--- src/rtl/fetch_sched_if.sv ---
// Fetch-scheduler bus: IFU/hazard/CP0/D-stage inputs and IFU steering outputs.
// slave = fetch_sched side, master = core/IFU side.
interface fetch_sched_if;
  logic [31:0] pc_f;
  logic        imem_ready;
  logic        hz_stall;
  logic        exc_req;
  logic        eret_d;
  logic [31:0] epc;
  logic        br_d;
  logic        br_taken_d;
  logic [31:0] br_target_d;
  logic        ifu_req;
  logic        ifu_stall;
  logic [31:0] ifu_npc;
  logic        fd_flush;
  logic        f_valid;
  logic        f_bd;

  modport slave (
    input  pc_f, imem_ready, hz_stall, exc_req, eret_d, epc,
           br_d, br_taken_d, br_target_d,
    output ifu_req, ifu_stall, ifu_npc, fd_flush, f_valid, f_bd
  );

  modport master (
    output pc_f, imem_ready, hz_stall, exc_req, eret_d, epc,
           br_d, br_taken_d, br_target_d,
    input  ifu_req, ifu_stall, ifu_npc, fd_flush, f_valid, f_bd
  );
endinterface

--- src/rtl/fetch_sched.sv ---
// Fetch-stage redirect/stall arbiter for the MIPS IFU.
// Optional feature: DELAY_SLOT_EN (branch delay slots, PEND state, f_bd).
module fetch_sched #(
  parameter logic [31:0] EXC_VEC  = 32'h0000_4180,
  parameter logic [31:0] RESET_PC = 32'h0000_3000
) (
  input logic         clk,
  input logic         reset,
  fetch_sched_if.slave bus
);
`ifdef DELAY_SLOT_EN
  localparam bit DS = 1'b1;
`else
  localparam bit DS = 1'b0;
`endif
  // IFU owns the reset PC; kept only as a documented parameter.
  localparam logic [31:0] unused_reset_pc = RESET_PC;

  typedef enum logic {RUN, PEND} state_t;

  state_t      state, state_n;
  logic [31:0] pend_tgt, pend_tgt_n;
  logic        pend_bd, pend_bd_n;

  logic [31:0] seq_pc;
  logic        br_ok, brt_ok, eret_ok;
  logic        req, stall, flush, bd;
  logic [31:0] npc;

  assign seq_pc  = bus.pc_f + 32'd4;
  // D-stage requests are only trusted once the hazard unit releases D
  assign br_ok   = bus.br_d       & ~bus.hz_stall;
  assign brt_ok  = bus.br_taken_d & ~bus.hz_stall;
  assign eret_ok = bus.eret_d     & ~bus.hz_stall;

  always_ff @(posedge clk) begin
    state    <= state_n;
    pend_tgt <= pend_tgt_n;
    pend_bd  <= pend_bd_n;
  end

  always_comb begin
    state_n    = state;
    pend_tgt_n = pend_tgt;
    pend_bd_n  = pend_bd;
    req        = 1'b0;
    stall      = bus.hz_stall | ~bus.imem_ready;
    npc        = seq_pc;
    flush      = 1'b0;
    bd         = 1'b0;
    if (reset) begin
      state_n    = RUN;
      pend_tgt_n = '0;
      pend_bd_n  = 1'b0;
    end else if (bus.exc_req) begin
      req        = 1'b1;
      stall      = 1'b0;
      npc        = EXC_VEC;
      flush      = 1'b1;
      state_n    = RUN;
      pend_tgt_n = '0;
      pend_bd_n  = 1'b0;
    end else if (eret_ok) begin
      npc        = bus.epc;
      stall      = 1'b0;
      flush      = 1'b1;
      state_n    = RUN;
      pend_tgt_n = '0;
      pend_bd_n  = 1'b0;
    end else if (state == PEND) begin
      // delay slot still outstanding; the redirect waits for it
      bd = pend_bd;
      if (bus.hz_stall) begin
        stall = 1'b1;
      end else if (!bus.imem_ready) begin
        stall = 1'b1;
        flush = 1'b1;
      end else begin
        npc        = pend_tgt;
        stall      = 1'b0;
        state_n    = RUN;
        pend_tgt_n = '0;
        pend_bd_n  = 1'b0;
      end
    end else if (brt_ok) begin
      if (!DS) begin
        npc   = bus.br_target_d;
        stall = 1'b0;
        flush = 1'b1;
      end else if (bus.imem_ready) begin
        npc       = bus.br_target_d;
        stall     = 1'b0;
        bd        = 1'b1;
        pend_bd_n = 1'b0;
      end else begin
        stall      = 1'b1;
        flush      = 1'b1;
        bd         = 1'b1;
        pend_tgt_n = bus.br_target_d;
        pend_bd_n  = 1'b1;
        state_n    = PEND;
      end
    end else begin
      flush = ~bus.imem_ready & ~bus.hz_stall;
      if (DS) begin
        // not-taken branch over a miss: remember the slot until it lands
        bd = br_ok | pend_bd;
        if (bus.imem_ready && !bus.hz_stall) pend_bd_n = 1'b0;
        else if (br_ok)                      pend_bd_n = 1'b1;
      end
    end
  end

  assign bus.ifu_req   = req;
  assign bus.ifu_stall = stall;
  assign bus.ifu_npc   = npc;
  assign bus.fd_flush  = flush;
  assign bus.f_valid   = bus.imem_ready & ~bus.hz_stall & ~flush;
  assign bus.f_bd      = DS & bd;
endmodule
--- src/flat_wrapper.sv ---
// flat-port wrapper written by rule: the top's interface ports become plain ports
module fetch_sched_flat 
#(
  parameter logic [31:0] EXC_VEC  = 32'h0000_4180,
  parameter logic [31:0] RESET_PC = 32'h0000_3000
)
  (clk, reset, bus_pc_f, bus_imem_ready, bus_hz_stall, bus_exc_req, bus_eret_d, bus_epc, bus_br_d, bus_br_taken_d, bus_br_target_d, bus_ifu_req, bus_ifu_stall, bus_ifu_npc, bus_fd_flush, bus_f_valid, bus_f_bd);
  fetch_sched_if bus_i ();
  input logic clk;
  input logic reset;
  input wire logic [$bits(bus_i.pc_f)-1:0] bus_pc_f;
  input wire logic [$bits(bus_i.imem_ready)-1:0] bus_imem_ready;
  input wire logic [$bits(bus_i.hz_stall)-1:0] bus_hz_stall;
  input wire logic [$bits(bus_i.exc_req)-1:0] bus_exc_req;
  input wire logic [$bits(bus_i.eret_d)-1:0] bus_eret_d;
  input wire logic [$bits(bus_i.epc)-1:0] bus_epc;
  input wire logic [$bits(bus_i.br_d)-1:0] bus_br_d;
  input wire logic [$bits(bus_i.br_taken_d)-1:0] bus_br_taken_d;
  input wire logic [$bits(bus_i.br_target_d)-1:0] bus_br_target_d;
  output wire logic [$bits(bus_i.ifu_req)-1:0] bus_ifu_req;
  output wire logic [$bits(bus_i.ifu_stall)-1:0] bus_ifu_stall;
  output wire logic [$bits(bus_i.ifu_npc)-1:0] bus_ifu_npc;
  output wire logic [$bits(bus_i.fd_flush)-1:0] bus_fd_flush;
  output wire logic [$bits(bus_i.f_valid)-1:0] bus_f_valid;
  output wire logic [$bits(bus_i.f_bd)-1:0] bus_f_bd;
  assign bus_i.pc_f = bus_pc_f;
  assign bus_i.imem_ready = bus_imem_ready;
  assign bus_i.hz_stall = bus_hz_stall;
  assign bus_i.exc_req = bus_exc_req;
  assign bus_i.eret_d = bus_eret_d;
  assign bus_i.epc = bus_epc;
  assign bus_i.br_d = bus_br_d;
  assign bus_i.br_taken_d = bus_br_taken_d;
  assign bus_i.br_target_d = bus_br_target_d;
  assign bus_ifu_req = bus_i.ifu_req;
  assign bus_ifu_stall = bus_i.ifu_stall;
  assign bus_ifu_npc = bus_i.ifu_npc;
  assign bus_fd_flush = bus_i.fd_flush;
  assign bus_f_valid = bus_i.f_valid;
  assign bus_f_bd = bus_i.f_bd;
  fetch_sched #(.EXC_VEC(EXC_VEC), .RESET_PC(RESET_PC)) u_core (.clk(clk), .reset(reset), .bus(bus_i));
endmodule
--- config.mk ---
export PLATFORM = sky130hd
export DESIGN_NAME = fetch_sched_flat
export DESIGN_NICKNAME = d
export VERILOG_FILES = /design/src/rtl/fetch_sched_if.sv /design/src/rtl/fetch_sched.sv /design/src/flat_wrapper.sv
export SDC_FILE = /design/constraint.sdc
export NUM_CORES = 1
export LEC_CHECK = 0
export CELL_PAD_IN_SITES_DETAIL_PLACEMENT = 1
export CELL_PAD_IN_SITES_GLOBAL_PLACEMENT = 1
export CORE_MARGIN = 5
export CORE_UTILIZATION = 19
export DETAILED_ROUTE_END_ITERATION = 16
export PLACE_DENSITY = 0.89
export SLEW_MARGIN = 20
export SYNTH_ARGS = -nofsm -noshare
export SYNTH_HDL_FRONTEND = slang
export SYNTH_SLANG_ARGS = --single-unit
export TNS_END_PERCENT = 1
--- constraint.sdc ---
create_clock -name clk -period 5.4 [get_ports clk]
set_clock_uncertainty 0.1 [all_clocks]
set_input_delay 1.62 -clock clk [delete_from_list [all_inputs] [get_ports clk]]
set_output_delay 1.62 -clock clk [all_outputs]
set_load 0.005 [all_outputs]
* After elaboration in Yosys (flattened, before gate mapping)
Cells that the tools add are included.
** Storage, ports and cells
- Register bits after elaboration :: 1
- Bits of input ports :: 104
- Output and inout bits :: 37
- Word-level logic and storage cells :: 35
** Operators by class
- $add $sub $neg :: 1
- Muxes and demuxes :: 22
- Bitwise logic cells :: 10
- Reductions and logical operators :: 1
** Operators by type and width (number)
- $mux 32 :: 7
- $add 32x3->32 const B :: 1
- $mux 1 :: 15
- $and 1x1->1 :: 5
- $not 1->1 :: 4
- $reduce_or 4->1 :: 1
- $or 1x1->1 :: 1

* Depth between registers and ports, before layout
- Word-level depth :: 9
- Mapped depth :: 7
- Gate-level depth less buffers :: 6

* Worst setup path before layout
OpenSTA, ideal clock, no wires.
- Path kind :: input to output
- Start point :: in bus_pc_f[2]
- End point :: out bus_ifu_npc[28]
- Data arrival time :: 2.937 ns
- Data required time :: 3.680 ns
- Slack :: 0.743 ns
- Stages :: 7
- Path buffers :: 1
- Cell sequence :: ha_1 nand4_1 or3_1 buf_2 nor4_4 xnor2_1 a22oi_2
** Between the ends
- Word-level cells in the longest chain between the ends :: 7
- Elaborated cells between the ends (all ways) :: 8
- Classes of those cells :: add/sub (1); mux (7)
** RTL lines
- start: declaration :: RTL line flat_wrapper.sv:11 : input wire logic [$bits(bus_i.pc_f)-1:0] bus_pc_f;
- $add 32x3->32 * :: RTL line fetch_sched.sv:30 : assign seq_pc = bus.pc_f + 32'd4;
- $mux 32 :: RTL line fetch_sched.sv:75 : end else if (!bus.imem_ready) begin
- $mux 32 :: RTL line fetch_sched.sv:73 : if (bus.hz_stall) begin
- $mux 32 :: RTL line fetch_sched.sv:70 : end else if (state == PEND) begin
- $mux 32 :: RTL line fetch_sched.sv:63 : end else if (eret_ok) begin
- $mux 32 :: RTL line fetch_sched.sv:55 : end else if (bus.exc_req) begin
- $mux 32 * :: RTL line fetch_sched.sv:51 : if (reset) begin
- end: declaration :: RTL line flat_wrapper.sv:22 : output wire logic [$bits(bus_i.ifu_npc)-1:0] bus_ifu_npc;
Mark *: on every way between the ends. The rest lies on a longest branch, timed or not.

* Worst setup path in the final report
Ends and elaborated chain as after synthesis.

==> results.tsv <==
metric	value	unit
status	complete, but fails checks	
violations	negative setup slack	
grt_pass1_vias	2954	
clock_latency	0	ns
worstPathRequired	3.68	ns
nets	514	
crit_fanout	7	
slew_viol_final	0	
rsz0062_at_grt	yes	
rows	31	
met1_length	3.94	mm
end_kind	output port	
synth_nets	344	
p_leak	1.32	nW
dpl.cell_count	504	
ir_worst_vdd	0.0318	mV
finalSetupViolations	1	
top_register	u_core.state	
fill_cells	950	
hold_class	flip-flop to flip-flop	
drc	0	
viasPerCell	5.10	
stdcell_area	3250	sq um
regArea	20.0	sq um
largest_register_ffs	1	
crit_chain	clkdlybuf4s50_1 > ha_2 > nand4_1 > or3_1 > buf_6 > nor4_4 > xnor2_1 > a22oi_2 > clkdlybuf4s15_1	
cpLargestDelayFamily	buffers and inverters	
clkTransAtPathRegs	0	ns
synthDistinctLibCells	43	
diodes	0	
drt_iter0_markers	46	
dr_wl_met2	4.90	mm
hold_viol	0	
dr_total_vias	2579	
finalWorstSetupSlack	-0.00888	ns
ys_warn_count	0	
grt-ovfl-total	0	
finalNonFillerCells	506	
synth_edf_count	0	
yosysSeqAreaShare	1.40	%
drive_above_1_share	18.2	%
max_clock_freq	0.185	GHz
ant_nets	0	
period_minus_slack	5.41	ns
wl_per_cell	18.4	microns
timing.final.crit_share	100	%
cp-start-kind	input pin	
postCtsHoldBufs	0	
routed_wl	9.32	mm
setup_tns	-0.00888	ns
grt_pass1_wl	15.2	mm
core	7290	sq um
maxCapViolations	0	
syn_to_final_growth	128	%
ios	141	
dr.pass1.iters	4	
crit_type	input pin to output port	
grt_usage	19.0	%
synth_top_area_cell	a21oi_1	
fin_total_pwr	0.000250	W
critPathBufInv	3	
dr_wl_met3	377	microns
ys_ff_latch	1	
yosys-top-cells-area	a21oi_1, a22oi_1, o21ai_0	
synthTopCellsByCount	a21oi_1, o21ai_0, a22oi_1, nor2_1, clkbuf_1	
die_area	9340	sq um
power_density	77.0	nW/um^2
top_regs	u_core.state: 1 flops	
portBuffers	138	
postPlaceCellArea	3230	sq um
async_reset_ff_share	0	%
grt_max_degree	28	
ys_dominant_reg_cell	dfxtp_1	
antenna_found_initial	0	
multi_input_area	1340	sq um
avgSynthCellArea	5.97	sq um
gp_congestion	0.848	
yosysMostFrequentCell	a21oi_1	
post-synth-top-area-fraction	16.8	%
cpPeakStageDelay	0.49	ns
netlist_area	1430	sq um
die_width	96.6	microns
hold_slack	0.371	ns
top_layer_used	met4	
syn_inst	239	
die_h	96.6	microns
arrival	3.69	ns
place_hpwl	7.74	mm
initial_core_util	19.6	%
worst_path_max_delay_cell	clkdlybuf4s50_1	
==> cell families after synthesis <==
group	synth area share, %
DFF	1.40
and+or+nand+nor	28.4
xor gates and xnor gates	14.7
buffers and inverters	7.02
other	0.263
adders and majority gates	0.877
AOI/OAI and AO/OA	47.3
==> per-layer routing <==
layer | vias up | global-route usage (%)
met4 | 0 | 2.59
met3 | 8 | 2.16
met5 | - | 0
met1 | 1253 | 22.5
met2 | 87 | 36.9
li1 | 1231 | -
==> cell type report <==
type                    count  share of cell area [%]
multi-input cells         213                    41.3
repair buffers            188                    53.7
inverters                   5                   0.578
well taps                  99                    3.81
flip-flops and latches      1                   0.616
==> through the flow <==
| stage | utilization [%] | setup WS [ns] |
|---|---|---|
| after global placement | 44.3 | -0.330 |
| after global routing | 44.5 | -0.148 |
| final | 44.5 | -0.00888 |
| after floorplan | - | 0.743 |
| after detailed placement | 44.3 | -0.419 |
| after CTS | 44.4 | -0.0345 |
==> cell usage in the layout (no fill, tap or decap), drive strengths merged, types with 3 or more instances in the layout <==
cell / count
inv: 5
nand2b: 3
nor2b: 5
nor3: 6
nand2: 12
buf: 50
dlygate4sd2: 7
clkbuf: 8
nor2: 17
dlymetal6s2s: 7
xnor2: 11
a22oi: 21
a21oi: 48
o21ai: 32
nand4: 8
and4: 3
xor2: 13
nand3: 10
clkdlybuf4s50: 114
==> report_power, final <==
| group | internal, W | leakage, nW | switching (W) | total (W) |
|---|---|---|---|---|
| Sequential | 0.00000754 | 0.00805 | 0 | 0.00000754 |
| Combinational | 0.000146 | 1.31 | 0.0000969 | 0.000242 |
| Clock | 0 | 0 | 0 | 0 |
| Total | 0.000153 | 1.32 | 0.0000969 | 0.000250 |
==> repair_timing <==
| item | 4_1_cts | 5_1_grt |
|---|---|---|
| gates resized for setup | 26 | 26 |
| pin swaps | 6 | 6 |
| setup endpoints to repair | 28 | 25 |
| setup buffers | 0 | 2 |
==> path summary, 6_finish.rpt <==
| path | depth (start not counted) | slack (ns) | end | from |
|---|---|---|---|---|
| max | 9 | -0.009 | bus_ifu_npc[28] | bus_pc_f[2] |
| min | 1 | 0.37 | u_core.state$_SDFF_PP0_ | u_core.state$_SDFF_PP0_ |
| max reg2reg | 1 | 4.75 | u_core.state$_SDFF_PP0_ | u_core.state$_SDFF_PP0_ |
| min reg2reg | 1 | 0.37 | u_core.state$_SDFF_PP0_ | u_core.state$_SDFF_PP0_ |
Power figures use the tool's default switching activity.
